[src/rtl/slowram_arbiter.sv]
// Slow RAM (E0/E1) arbiter: one access slot per SLOT_DIV clocks shared
// by video fetch, a posted shadow-write FIFO and direct CPU accesses.
module slowram_arbiter #(
   parameter int SLOT_DIV   = 14,
   parameter int FIFO_DEPTH = 4
) (
   input  logic        clk_sys,
   input  logic        reset_n,
   input  logic        vid_req,
   input  logic [16:0] vid_addr,
   output logic [7:0]  vid_data,
   output logic        vid_valid,
   input  logic        shd_wr,
   input  logic [16:0] shd_addr,
   input  logic [7:0]  shd_data,
   input  logic        cpu_req,
   input  logic        cpu_we,
   input  logic [16:0] cpu_addr,
   input  logic [7:0]  cpu_din,
   output logic [7:0]  cpu_dout,
   output logic        cpu_ack,
   output logic        cpu_stall,
   output logic        ovf,
   output logic [16:0] ram_addr,
   output logic [7:0]  ram_din,
   input  logic [7:0]  ram_dout,
   output logic        ram_ce,
   output logic        ram_we
);

   localparam int SCW = $clog2(SLOT_DIV);
   localparam int PW  = $clog2(FIFO_DEPTH);
   localparam int CW  = PW + 1;

   localparam logic [1:0] S_IDLE = 2'd0;
   localparam logic [1:0] S_ACC  = 2'd1;
   localparam logic [1:0] S_RESP = 2'd2;

   localparam logic [1:0] SRC_VID = 2'd0;
   localparam logic [1:0] SRC_SHD = 2'd1;
   localparam logic [1:0] SRC_CPU = 2'd2;

   logic [SCW-1:0] sc;
   logic [1:0]     state;
   logic [1:0]     src;
   logic           we_q;
   logic [7:0]     vid_q;
   logic [7:0]     cpu_q;

   logic [24:0]    fifo_mem [FIFO_DEPTH];
   logic [PW-1:0]  head;
   logic [PW-1:0]  tail;
   logic [CW-1:0]  count;

   logic fifo_ne;
   logic full;
   logic grant;
   logic sel_vid;
   logic sel_shd;
   logic sel_cpu;
   logic pop;
   logic push;
   logic resp;

   assign fifo_ne = (count != '0);
   assign full    = (count == CW'(FIFO_DEPTH));
   assign sel_vid = vid_req;
   assign sel_shd = !vid_req && fifo_ne;
   assign sel_cpu = !vid_req && !fifo_ne && cpu_req;
   assign grant   = (state == S_IDLE) && (sc == '0)
                  && (sel_vid || sel_shd || sel_cpu);
   assign pop     = (state == S_ACC) && (src == SRC_SHD);
   // A full FIFO still accepts a write in the cycle its head is popped.
   assign push    = shd_wr && (!full || pop);
   assign resp    = (state == S_RESP);

   assign ram_ce    = (state == S_ACC);
   assign ram_we    = ram_ce && we_q;
   assign vid_valid = resp && (src == SRC_VID);
   assign cpu_ack   = resp && (src == SRC_CPU);
   // Read data is passed straight through in the response cycle.
   assign vid_data  = vid_valid ? ram_dout : vid_q;
   assign cpu_dout  = (cpu_ack && !we_q) ? ram_dout : cpu_q;

   always_ff @(posedge clk_sys or negedge reset_n) begin
      if (!reset_n) begin
         sc <= '0;
      end else if (sc == SCW'(SLOT_DIV - 1)) begin
         sc <= '0;
      end else begin
         sc <= sc + 1'b1;
      end
   end

   always_ff @(posedge clk_sys or negedge reset_n) begin
      if (!reset_n) begin
         state    <= S_IDLE;
         src      <= SRC_VID;
         we_q     <= 1'b0;
         ram_addr <= '0;
         ram_din  <= '0;
      end else begin
         unique case (state)
            S_IDLE: begin
               if (grant) begin
                  state <= S_ACC;
                  unique case (1'b1)
                     sel_vid: begin
                        src      <= SRC_VID;
                        we_q     <= 1'b0;
                        ram_addr <= vid_addr;
                     end
                     sel_shd: begin
                        src      <= SRC_SHD;
                        we_q     <= 1'b1;
                        ram_addr <= fifo_mem[head][24:8];
                        ram_din  <= fifo_mem[head][7:0];
                     end
                     default: begin
                        src      <= SRC_CPU;
                        we_q     <= cpu_we;
                        ram_addr <= cpu_addr;
                        if (cpu_we) ram_din <= cpu_din;
                     end
                  endcase
               end
            end
            S_ACC:   state <= S_RESP;
            S_RESP:  state <= S_IDLE;
            default: state <= S_IDLE;
         endcase
      end
   end

   always_ff @(posedge clk_sys or negedge reset_n) begin
      if (!reset_n) begin
         vid_q <= '0;
         cpu_q <= '0;
      end else begin
         if (vid_valid) vid_q <= ram_dout;
         if (cpu_ack && !we_q) cpu_q <= ram_dout;
      end
   end

   always_ff @(posedge clk_sys) begin
      if (push) fifo_mem[tail] <= {shd_addr, shd_data};
   end

   always_ff @(posedge clk_sys or negedge reset_n) begin
      if (!reset_n) begin
         head      <= '0;
         tail      <= '0;
         count     <= '0;
         ovf       <= 1'b0;
         cpu_stall <= 1'b0;
      end else begin
         if (push) tail <= tail + 1'b1;
         if (pop)  head <= head + 1'b1;
         unique case ({push, pop})
            2'b10:   count <= count + 1'b1;
            2'b01:   count <= count - 1'b1;
            default: count <= count;
         endcase
         if (shd_wr && !push) ovf <= 1'b1;
         cpu_stall <= (count >= CW'(FIFO_DEPTH - 1));
      end
   end

endmodule
[config.mk]
export PLATFORM = sky130hd
export DESIGN_NAME = slowram_arbiter
export DESIGN_NICKNAME = d
export VERILOG_FILES = /design/src/rtl/slowram_arbiter.sv
export SDC_FILE = /design/constraint.sdc
export NUM_CORES = 1
export LEC_CHECK = 0
export BUFFER_PORTS_ARGS = -buffer_cell sky130_fd_sc_hd__buf_2
export CORE_ASPECT_RATIO = 0.6
export CORE_UTILIZATION = 55
export CTS_CLUSTER_SIZE = 8
export DETAILED_ROUTE_END_ITERATION = 7
export PLACE_DENSITY = 0.86
export SYNTH_ARGS = -nofsm -noshare
export SYNTH_HDL_FRONTEND = slang
export SYNTH_SLANG_ARGS = --single-unit
[constraint.sdc]
create_clock -name clk_sys -period 2.84 [get_ports clk_sys]
set_input_delay 0.142 -clock clk_sys [delete_from_list [all_inputs] [get_ports clk_sys]]
set_output_delay 0.142 -clock clk_sys [all_outputs]
set_load 0.005 [all_outputs]
=== Word-level counts from Yosys, hierarchy flattened ===
Memories as Yosys holds them, arrays and structs flattened.
Cells that the tools add are included.

* Reduce and logical (&&, ||, !) cells: 28
* Eq/ne operators: 9
* Bitwise operators: 1
* Multiplexer cells: 13
* $lt $le $gt $ge: 1
* Add/subtract/negate cells: 5

{| class="wikitable"
|+ Operator list
! operator !! number
|-
| 17-bit one-hot mux with 2 select lines || 1
|-
| 8-bit two-way mux || 3
|-
| 8-bit one-hot mux with 2 select lines || 1
|-
| 1-bit logical AND || 12
|-
| 2-bit one-hot mux with 2 select lines || 2
|-
| 2-bit by 1-bit == test with 1-bit output, second input constant || 3
|-
| 2-bit == test, second input constant || 3
|-
| 3-bit one-hot mux with 2 select lines || 1
|-
| 1-bit zero test || 5
|-
| 2-bit by 1-bit adder with 2-bit output, second input constant || 2
|-
| 4-bit by 1-bit adder with 4-bit output, second input constant || 1
|-
| 4-bit == test, second input constant || 1
|-
| 2-bit zero test || 2
|-
| 4-bit zero test || 1
|-
| 4-bit two-way mux || 1
|-
| 4-bit AND reduction || 1
|-
| 2-bit nonzero test || 2
|-
| 3-bit by 1-bit adder with 3-bit output, second input constant || 1
|-
| 3-bit == test, second input constant || 1
|-
| 3-bit by 2-bit >= comparator with 1-bit output, second input constant || 1
|-
| 1-bit logical OR || 3
|-
| 3-bit nonzero test || 1
|-
| 3-bit by 1-bit subtractor with 3-bit output, second input constant || 1
|-
| 1-bit two-way mux || 2
|-
| 5 further kinds || 5
|}

* Register bits: 59
* Memory bits (writable): 100
* Memories kept: 1
* Input bits: 81
* Output and inout bits: 47
* Word-level logic and storage cells: 71

{| class="wikitable"
|+ Memory list
! memory !! depth !! width !! read ports !! clocked after memory_dff !! wr ports !! RTL line !! source
|-
| fifo_mem || 4 || 25 || 1 || 0 || 1 || 50 || <nowiki>logic [24:0] fifo_mem [FIFO_DEPTH];</nowiki>
|}

=== Longest topological paths before layout ===
Gate-level depths: netlist (run 1).

* Word-level depth: 8
* Mapped depth: 7
* Mapped depth without buffers: 6

=== Worst setup path after synthesis (run 1) ===
Ideal clock, no wire load.

* Path kind: reg-to-reg
* From: reg state[1]
* To: mem fifo_mem[0][0], enable pin
* Required time: 2456 ps
* Clock period less this slack: 2054 ps
* Path slack: 786 ps
* Setup time: 384 ps
* Buffers on the path: 1
* Arrival: 1670 ps
* Stages on the path, launching flop included: 5
* Path through: dfrtp_1 > nand4bb_1 > buf_2 > a31oi_4 > and2_1

* Longest elaborated chain between the ends: 6

{| class="wikitable"
|+ RTL lines
! item !! RTL line !! source
|-
| start, declared || 44 || <nowiki>logic [1:0] state;</nowiki>
|-
| start signal, assigned || 97 || <nowiki>state <= S_IDLE;</nowiki>
|-
| start signal, assigned || 106 || <nowiki>state <= S_ACC;</nowiki>
|-
| start signal, assigned || 128 || <nowiki>S_ACC: state <= S_RESP;</nowiki>
|-
| 2-bit by 1-bit == test with 1-bit output || 72 || <nowiki>assign pop = (state == S_ACC) && (src == SRC_SHD);</nowiki>
|-
| 1-bit logical AND || 72 ||
|-
| 1-bit logical OR || 74 || <nowiki>assign push = shd_wr && (!full || pop);</nowiki>
|-
| 1-bit logical AND || 74 ||
|-
| 1-bit two-way mux || 146 || <nowiki>if (push) fifo_mem[tail] <= {shd_addr, shd_data};</nowiki>
|-
| 1-bit two-way mux (not written as such) || 146 ||
|-
| end, declared || 50 ||
|}

Every way passes these cells.

=== Worst setup path after layout (run 1) ===
* From: reg state[1]
* To: out cpu_dout[2]

* Longest elaborated chain between the ends: 4

{| class="wikitable"
|+ RTL lines
! item !! RTL line !! source
|-
| 2-bit == test || 75 || <nowiki>assign resp = (state == S_RESP);</nowiki>
|-
| 1-bit logical AND || 80 || <nowiki>assign cpu_ack = resp && (src == SRC_CPU);</nowiki>
|-
| 1-bit logical AND || 83 || <nowiki>assign cpu_dout = (cpu_ack && !we_q) ? ram_dout : cpu_q;</nowiki>
|-
| 8-bit two-way mux || - ||
|-
| end, declared || 20 || <nowiki>output logic [7:0] cpu_dout,</nowiki>
|}

Every way passes these cells.

==> results of run 1 <==
==> flip-flops by register name (all words and copies together), names as in the netlist <==
| name | flops |
|---|---|
| state | 2 |
| ram_addr | 17 |
| fifo_mem | 100 |
| src | 2 |
| count | 3 |
| vid_q | 8 |
| ram_din | 8 |
| head | 2 |
| ovf | 1 |
| cpu_q | 8 |
| we_q | 1 |
| cpu_stall | 1 |
| sc | 4 |
| tail | 2 |
==> power by group <==
part | switching [mW] | leakage, nW | internal, mW
Clock | 0.922 | 0.262 | 1.21
Combinational | 0.940 | 1.59 | 1.04
Sequential | 0.331 | 1.62 | 3.07
==> worst max-delay path, stage by stage, from the launching register on <==
cell      delay [ns]
dfrtp_1         0.42
nor4bb_1        0.41
nor2b_1         0.18
buf_4           0.18
mux2_2          0.36
buf_2           0.13
==> cells by family after synthesis <==
| logic type | share of synthesized area |
|---|---|
| simple gates | 0.0456 |
| xor+xnor | 0.00673 |
| compound gates | 0.0704 |
| buf+inv | 0.0300 |
| mux | 0.148 |
| flops | 0.689 |
| fa+ha+maj | 0.0108 |
==> cells in the final DEF (no fill, tap or decap), types with 3 or more instances in the layout <==
cell type,count
dfrtp_1,58
a21oi_1,28
buf_2,127
a22o_1,8
buf_4,19
nor2b_1,4
inv_1,24
edfxtp_1,100
inv_6,3
dlygate4sd3_1,34
o21ai_0,3
a221oi_1,9
a21o_1,10
clkinv_2,3
clkinvlp_4,3
and2_1,5
xnor2_1,4
mux4_2,25
mux2_2,34
clkbuf_16,17
nor2_1,6
ha_1,4
nand2_1,31
==> worst paths after layout <==
| check | start | to | slack, ns | cells past startpoint |
|---|---|---|---|---|
| max reg2reg | count[0] | ram_addr[10] | 0.64 | 5 |
| min in group asynchronous | reset_n | ram_addr[11] | 0.45 | 2 |
| min reg2reg | ram_addr[9] | ram_addr[9] | 0.47 | 1 |
| min | shd_wr | ovf | 0.03 | 2 |
| max in group asynchronous | reset_n | ram_din[1] | 1.64 | 3 |
| max | state[1] | cpu_dout[2] | 0.59 | 5 |
==> per-layer routing <==
layer	vias to the layer above	part of all wire
met5	-	0
met4	0	0.015
met2	153	0.48
met3	18	0.063
li1	1850	-
met1	2082	0.44
==> metrics by stage <==
step	area, um^2	power [mW]	std cells
2_1_floorplan	6500	4.61	393
3_3_place_gp	7420	5.31	681
3_5_place_dp	7420	5.41	681
4_1_cts	8310	7.58	747
5_1_grt	8310	7.89	747
6_report	8310	7.51	747
==> layout make-up <==
cell class / instances / share of cell area
Clock buffer: 19 / 0.0521
Clock inverter: 13 / 0.0139
Inverter: 24 / 0.0108
Multi-Input combinational cell: 191 / 0.223
Sequential cell: 159 / 0.539
Tap cell: 160 / 0.0241
Timing Repair Buffer: 181 / 0.137
==> timing repair <==
action / CTS / global route
gates resized for setup: 0 / 0
endpoints found under the hold margin: 162 / 0
hold buffers: 34 / 0
==> run summary, run 1 <==
Peak supply drop = 606 uV
Critical Path Start Type = register
M3 GR Usage = 0.0652
Via/cell ratio = 5.49
Worst hold path class = primary input to register
Vias in the first global route = 4147
Top cells by area, synth = edfxtp_1 (46%), dfrtp_1 (23%), mux4_2 (8.7%), mux2_2 (5.9%), a21oi_1 (2.2%)
Max Cap Viol = 0
Synthesized Nets = 479
Post-synth EDFFs = 100
Starting Density = 0.570
RSZ-0062 raised after global routing = no
Total track usage = 0.248
Area of the multi-input gates = 1850 um^2
Initial DRC Count = 231
Seq cells post-synth = 159
CTS buffer count = 17
Part of the cycle the worst path needs = 0.793
Post-synth top cells = edfxtp_1 (100), dfrtp_1 (59), mux2_2 (34)
Global-route met1 utilization = 0.331
IO Count = 128
F_max = 444 MHz
Worst setup EP type = output pin
Drt pass-1 iters = 4
Bufs on Longest Clock Path = 2
Final slew viol count = 0
Post-CTS Setup Bufs = 0
Antenna violations before repair = 0
Area leader, netlist = edfxtp_1
Die Wd = 142 um
Residual DRC count = 0
Skew-Pair Late Insertion Delay = 0.42 ns
CTS tree = yes
Syn avg cell area = 16.5 um^2
Cell with the most instances after synthesis = edfxtp_1
Critical path type = register to output pin
Asr flop ratio synth = 0.371
Post-layout worst setup margin = 0.588 ns
Diodes inserted = 0
Layout cells sized above 1 = 0.416
Worst slew margin = 0.286
Top FF cell, synth = edfxtp_1
Fin. Hold Viols = 0
PD cells = 904 nW/um^2
Largest net degree at the start of global routing = 49
Final setup fails = 0
Core box area = 11400 um^2
Via count = 4103
Global routing's busiest layer = met2
Met2 Use GR = 0.389
Die Ht = 86.2 um
First-pass GRT wire length = 21600 um
Wirelength per Cell = 18.7 um
DP Worst Slack = 0.670 ns
Die area = 12300 um^2
GRT Residual Overflow = 0
Number of nets in the layout = 660
Final wirelength = 14000 um
Layout Skew = 0.00735 ns
Fin util = 0.728
Row cnt = 30
Min cycle time layout = 2.25 ns
Crit Path Max Fanout = 8
Req. time, crit path = 2.70 ns
Seq/Total Area, Yosys = 0.689
TNS Setup = 0 ns
Run status = completed
Area Overhead vs Synth = 27.8%
CTS H-tree depth = 4
Leak = 3.48 nW
Post-Syn Area = 6500 um^2
Post-synth top area share = 0.462
Crit path DAT = 2.11 ns
Post-DRT Antenna Nets = 0
Hold_ws = 0.0347 ns
Gpl congestion = 0.751
Mapped Cells = 393
Fill cells = 744
HPWL after detailed placement = 9210 um
Clock sink count = 159
CTS clk-pin slew, worst paths = 0.06 ns
Yosys warnings = 0
Port-buffer cells = 127
Register area = 4480 um^2
Yosys cell types = 39
Worst slew pin tran = 1.07 ns
Root Driver = clkbuf_16
Note: power is estimated with default switching activity, not from simulation.
==> run 2: changes to the inputs <==
==> constraint.sdc (replaced) <==
create_clock -name clk_sys -period 2.35 [get_ports clk_sys]
set_input_delay 0.1175 -clock clk_sys [delete_from_list [all_inputs] [get_ports clk_sys]]
set_output_delay 0.1175 -clock clk_sys [all_outputs]
set_load 0.005 [all_outputs]
==> run 2 against run 1 <==
Effect of this change:
- final cell count unchanged
- first-iteration DRC count increased by 7.4%
- combinational power increased by 30%
- clock skew increased by 0.0042 ns
- worst setup slack got worse by 0.44 ns
- worst hold slack got worse by 0.0094 ns
- critical path depth unchanged
- highest routed layer unchanged
- sequential cell count unchanged
- via count increased by 0.76%
- non-clock buffer count decreased by 1
==> run summary, run 2 (same netlist as run 1, synthesis figures left out) <==
Run status = completed
Part of the cycle the worst path needs = 0.936
Die Wd = 142 um (unchanged)
Leak = 3.49 nW (+0.28%)
Combinational power share = 0.281 (+0.017)
Row cnt = 30 (unchanged)
Min cycle time layout = 2.20 ns
Area of the multi-input gates = 1860 um^2 (+0.34%)
TNS Setup = 0 ns (unchanged)
Worst setup EP type = output pin
Sw frac = 0.293 (+0.00105)
Clock sink count = 159 (unchanged)
Wirelength per Cell = 19.2 um (+2.2%)
Port-buffer cells = 127 (unchanged)
Most common cell after layout, fill and taps aside = buf_2
Crit-path cells = nor4bb_2, nor2b_1, buf_4, mux2_2, buf_2
CTS tree = yes
Critical path type = register to output pin
Worst hold path class = primary input to register
Number of nets in the layout = 659 (-0.15%)
Max reg flops = 100 (unchanged)
Hold Path Origin = cpu_addr[1]
CP delay by family, top = simple AND/OR/NAND/NOR gates
CTS clk-pin slew, worst paths = 0.06 ns (about the same)
Final slew viol count = 0 (unchanged)
CTS buffer count = 17 (unchanged)
Worst Path Buf+Inv = 2 (unchanged)
Initial DRC Count = 248 (+7.4%)
GRT Residual Overflow = 0 (unchanged)
Crit path DAT = 2.08 ns (-0.03 ns)
Hold Path End = ram_addr[1]
Req. time, crit path = 2.23 ns (-0.47 ns)
Final setup fails = 0 (unchanged)
Layout cells sized above 1 = 0.415 (-0.000997)
F_max = 455 MHz
Hold Path Depth = 4 (+2)
Crit Path Max Fanout = 8 (unchanged)
Fin. Hold Viols = 0 (unchanged)
Critical Path Start Type = register
RSZ-0062 raised after global routing = no
Post-DRT Antenna Nets = 0 (unchanged)
Fill cells = 760 (+2.2%)
Clk pwr share = 0.278 (-0.005)
Register area = 4480 um^2 (unchanged)
Post-CTS Setup Bufs = 0 (unchanged)
DP Worst Slack = 0.292 ns (-0.378 ns)
Stages on worst setup path = 5 (unchanged)
Fin util = 0.733 (+0.00461)
Worst r2r src = count[1]
Skew-Pair Late Insertion Delay = 0.42 ns (about the same)
CTS H-tree depth = 4 (unchanged)
Die Ht = 86.2 um (unchanged)
Final wirelength = 14300 um (+2.2%)
Via/cell ratio = 5.53 (+0.76%)
Worst Reg2Reg Path Length in Cells = 5 (unchanged)
Gpl congestion = 0.768 (+2.2%)
Root Driver = clkbuf_16
Via count = 4134 (+0.76%)
Antenna violations before repair = 1 (+1)
IO Count = 128 (unchanged)
End of the worst register-to-register path = ram_addr[8]
Drt pass-1 iters = 5 (+1)
Layout Skew = 0.0115 ns (+0.00419 ns)
HPWL after detailed placement = 9340 um (+1.3%)
Reg with most FFs = fifo_mem
Core box area = 11400 um^2 (unchanged)
Area Overhead vs Synth = 28.6%
Largest net degree at the start of global routing = 31 (-37%)
R2r setup slk = 0.25 ns (-0.39 ns)
Starting Density = 0.570 (unchanged)
Residual DRC count = 0 (unchanged)
Total track usage = 0.250 (+0.00231)
Bufs on Longest Clock Path = 2 (unchanged)
Max Cap Viol = 0 (unchanged)
Int Pwr = 6.49 mW (+22%)
First-pass GRT wire length = 22100 um (+2.1%)
Worst slew margin = 0.541 (+0.255)
PD cells = 1100 nW/um^2 (+21%)
Post-layout worst setup margin = 0.150 ns (-0.438 ns)
Worst slew pin tran = 0.688 ns (-0.383 ns)
Die area = 12300 um^2 (unchanged)
Commonest non-fill, non-tap cells in the layout = buf_2 (127), edfxtp_1 (100), dfrtp_1 (58)
CP max-delay cell = dfrtp_1
Hold_ws = 0.0253 ns (-0.00942 ns)
CP peak stage delay = 0.43 ns (about the same)
Largest regs = fifo_mem x100, ram_addr x17
Peak supply drop = 621 uV (+2.4%)
Flop pwr share = 0.441 (-0.012)
Vias in the first global route = 4310 (+3.9%)
Switch Pwr = 2.69 mW (+23%)
-- run 2: timing repair --
| item | CTS | global route |
|---|---|---|
| hold buffers | 35 | 0 |
| hold endpoints to repair | 145 | 0 |
| gates resized for setup | 0 | 1 |
| endpoints found under the setup margin | 0 | 3 |
-- run 2: final cells by class --
type	count	share of cell area
Sequential cell	159	0.536
Multi-Input combinational cell	191	0.222
Timing Repair Buffer	180	0.142
Clock buffer	19	0.0518
Tap cell	160	0.0239
Clock inverter	13	0.0136
Inverter	24	0.0108
Antenna cell	1	0.000299
-- run 2: power groups by stage --
stage	registers, mW	logic, mW	clock network [mW]
global route	4.12	2.80	2.73
detailed placement	4.09	2.53	0
CTS	4.05	2.60	2.60
floorplan	4.01	1.56	0
global placement	4.04	2.45	0
finish	4.05	2.58	2.55
-- run 2: worst max path at each step --
stage / start / slack [ns] / to
global route: state[1] / 0.04 / cpu_dout[1]
CTS: state[0] / 0.10 / cpu_dout[3]
floorplan: state[1] / 0.30 / fifo_mem[0][0]
global placement: count[1] / 0.37 / ram_addr[5]
finish: state[1] / 0.15 / cpu_dout[1]
detailed placement: count[0] / 0.29 / ram_addr[5]
-- run 2: tightest hold or removal path: stages --
cell and delay [ns]:
buf_2 0.08, a21oi_1 0.05, nand2_1 0.06, a22o_1 0.11
-- run 2: metrics by stage --
step | cell area (um^2) | power, mW | instances
after global placement | 7460 | 6.49 | 679
after global routing | 8360 | 9.64 | 747
final | 8360 | 9.18 | 747
after detailed placement | 7460 | 6.63 | 679
after CTS | 8350 | 9.24 | 746
after floorplan | 6500 | 5.58 | 393
-- run 2: routing by layer --
metal	up-vias	share of wire	GRT usage
met5	-	0	0
met4	0	0.016	0.0890
met3	20	0.079	0.0718
met2	188	0.48	0.405
met1	2073	0.42	0.328
li1	1853	-	-
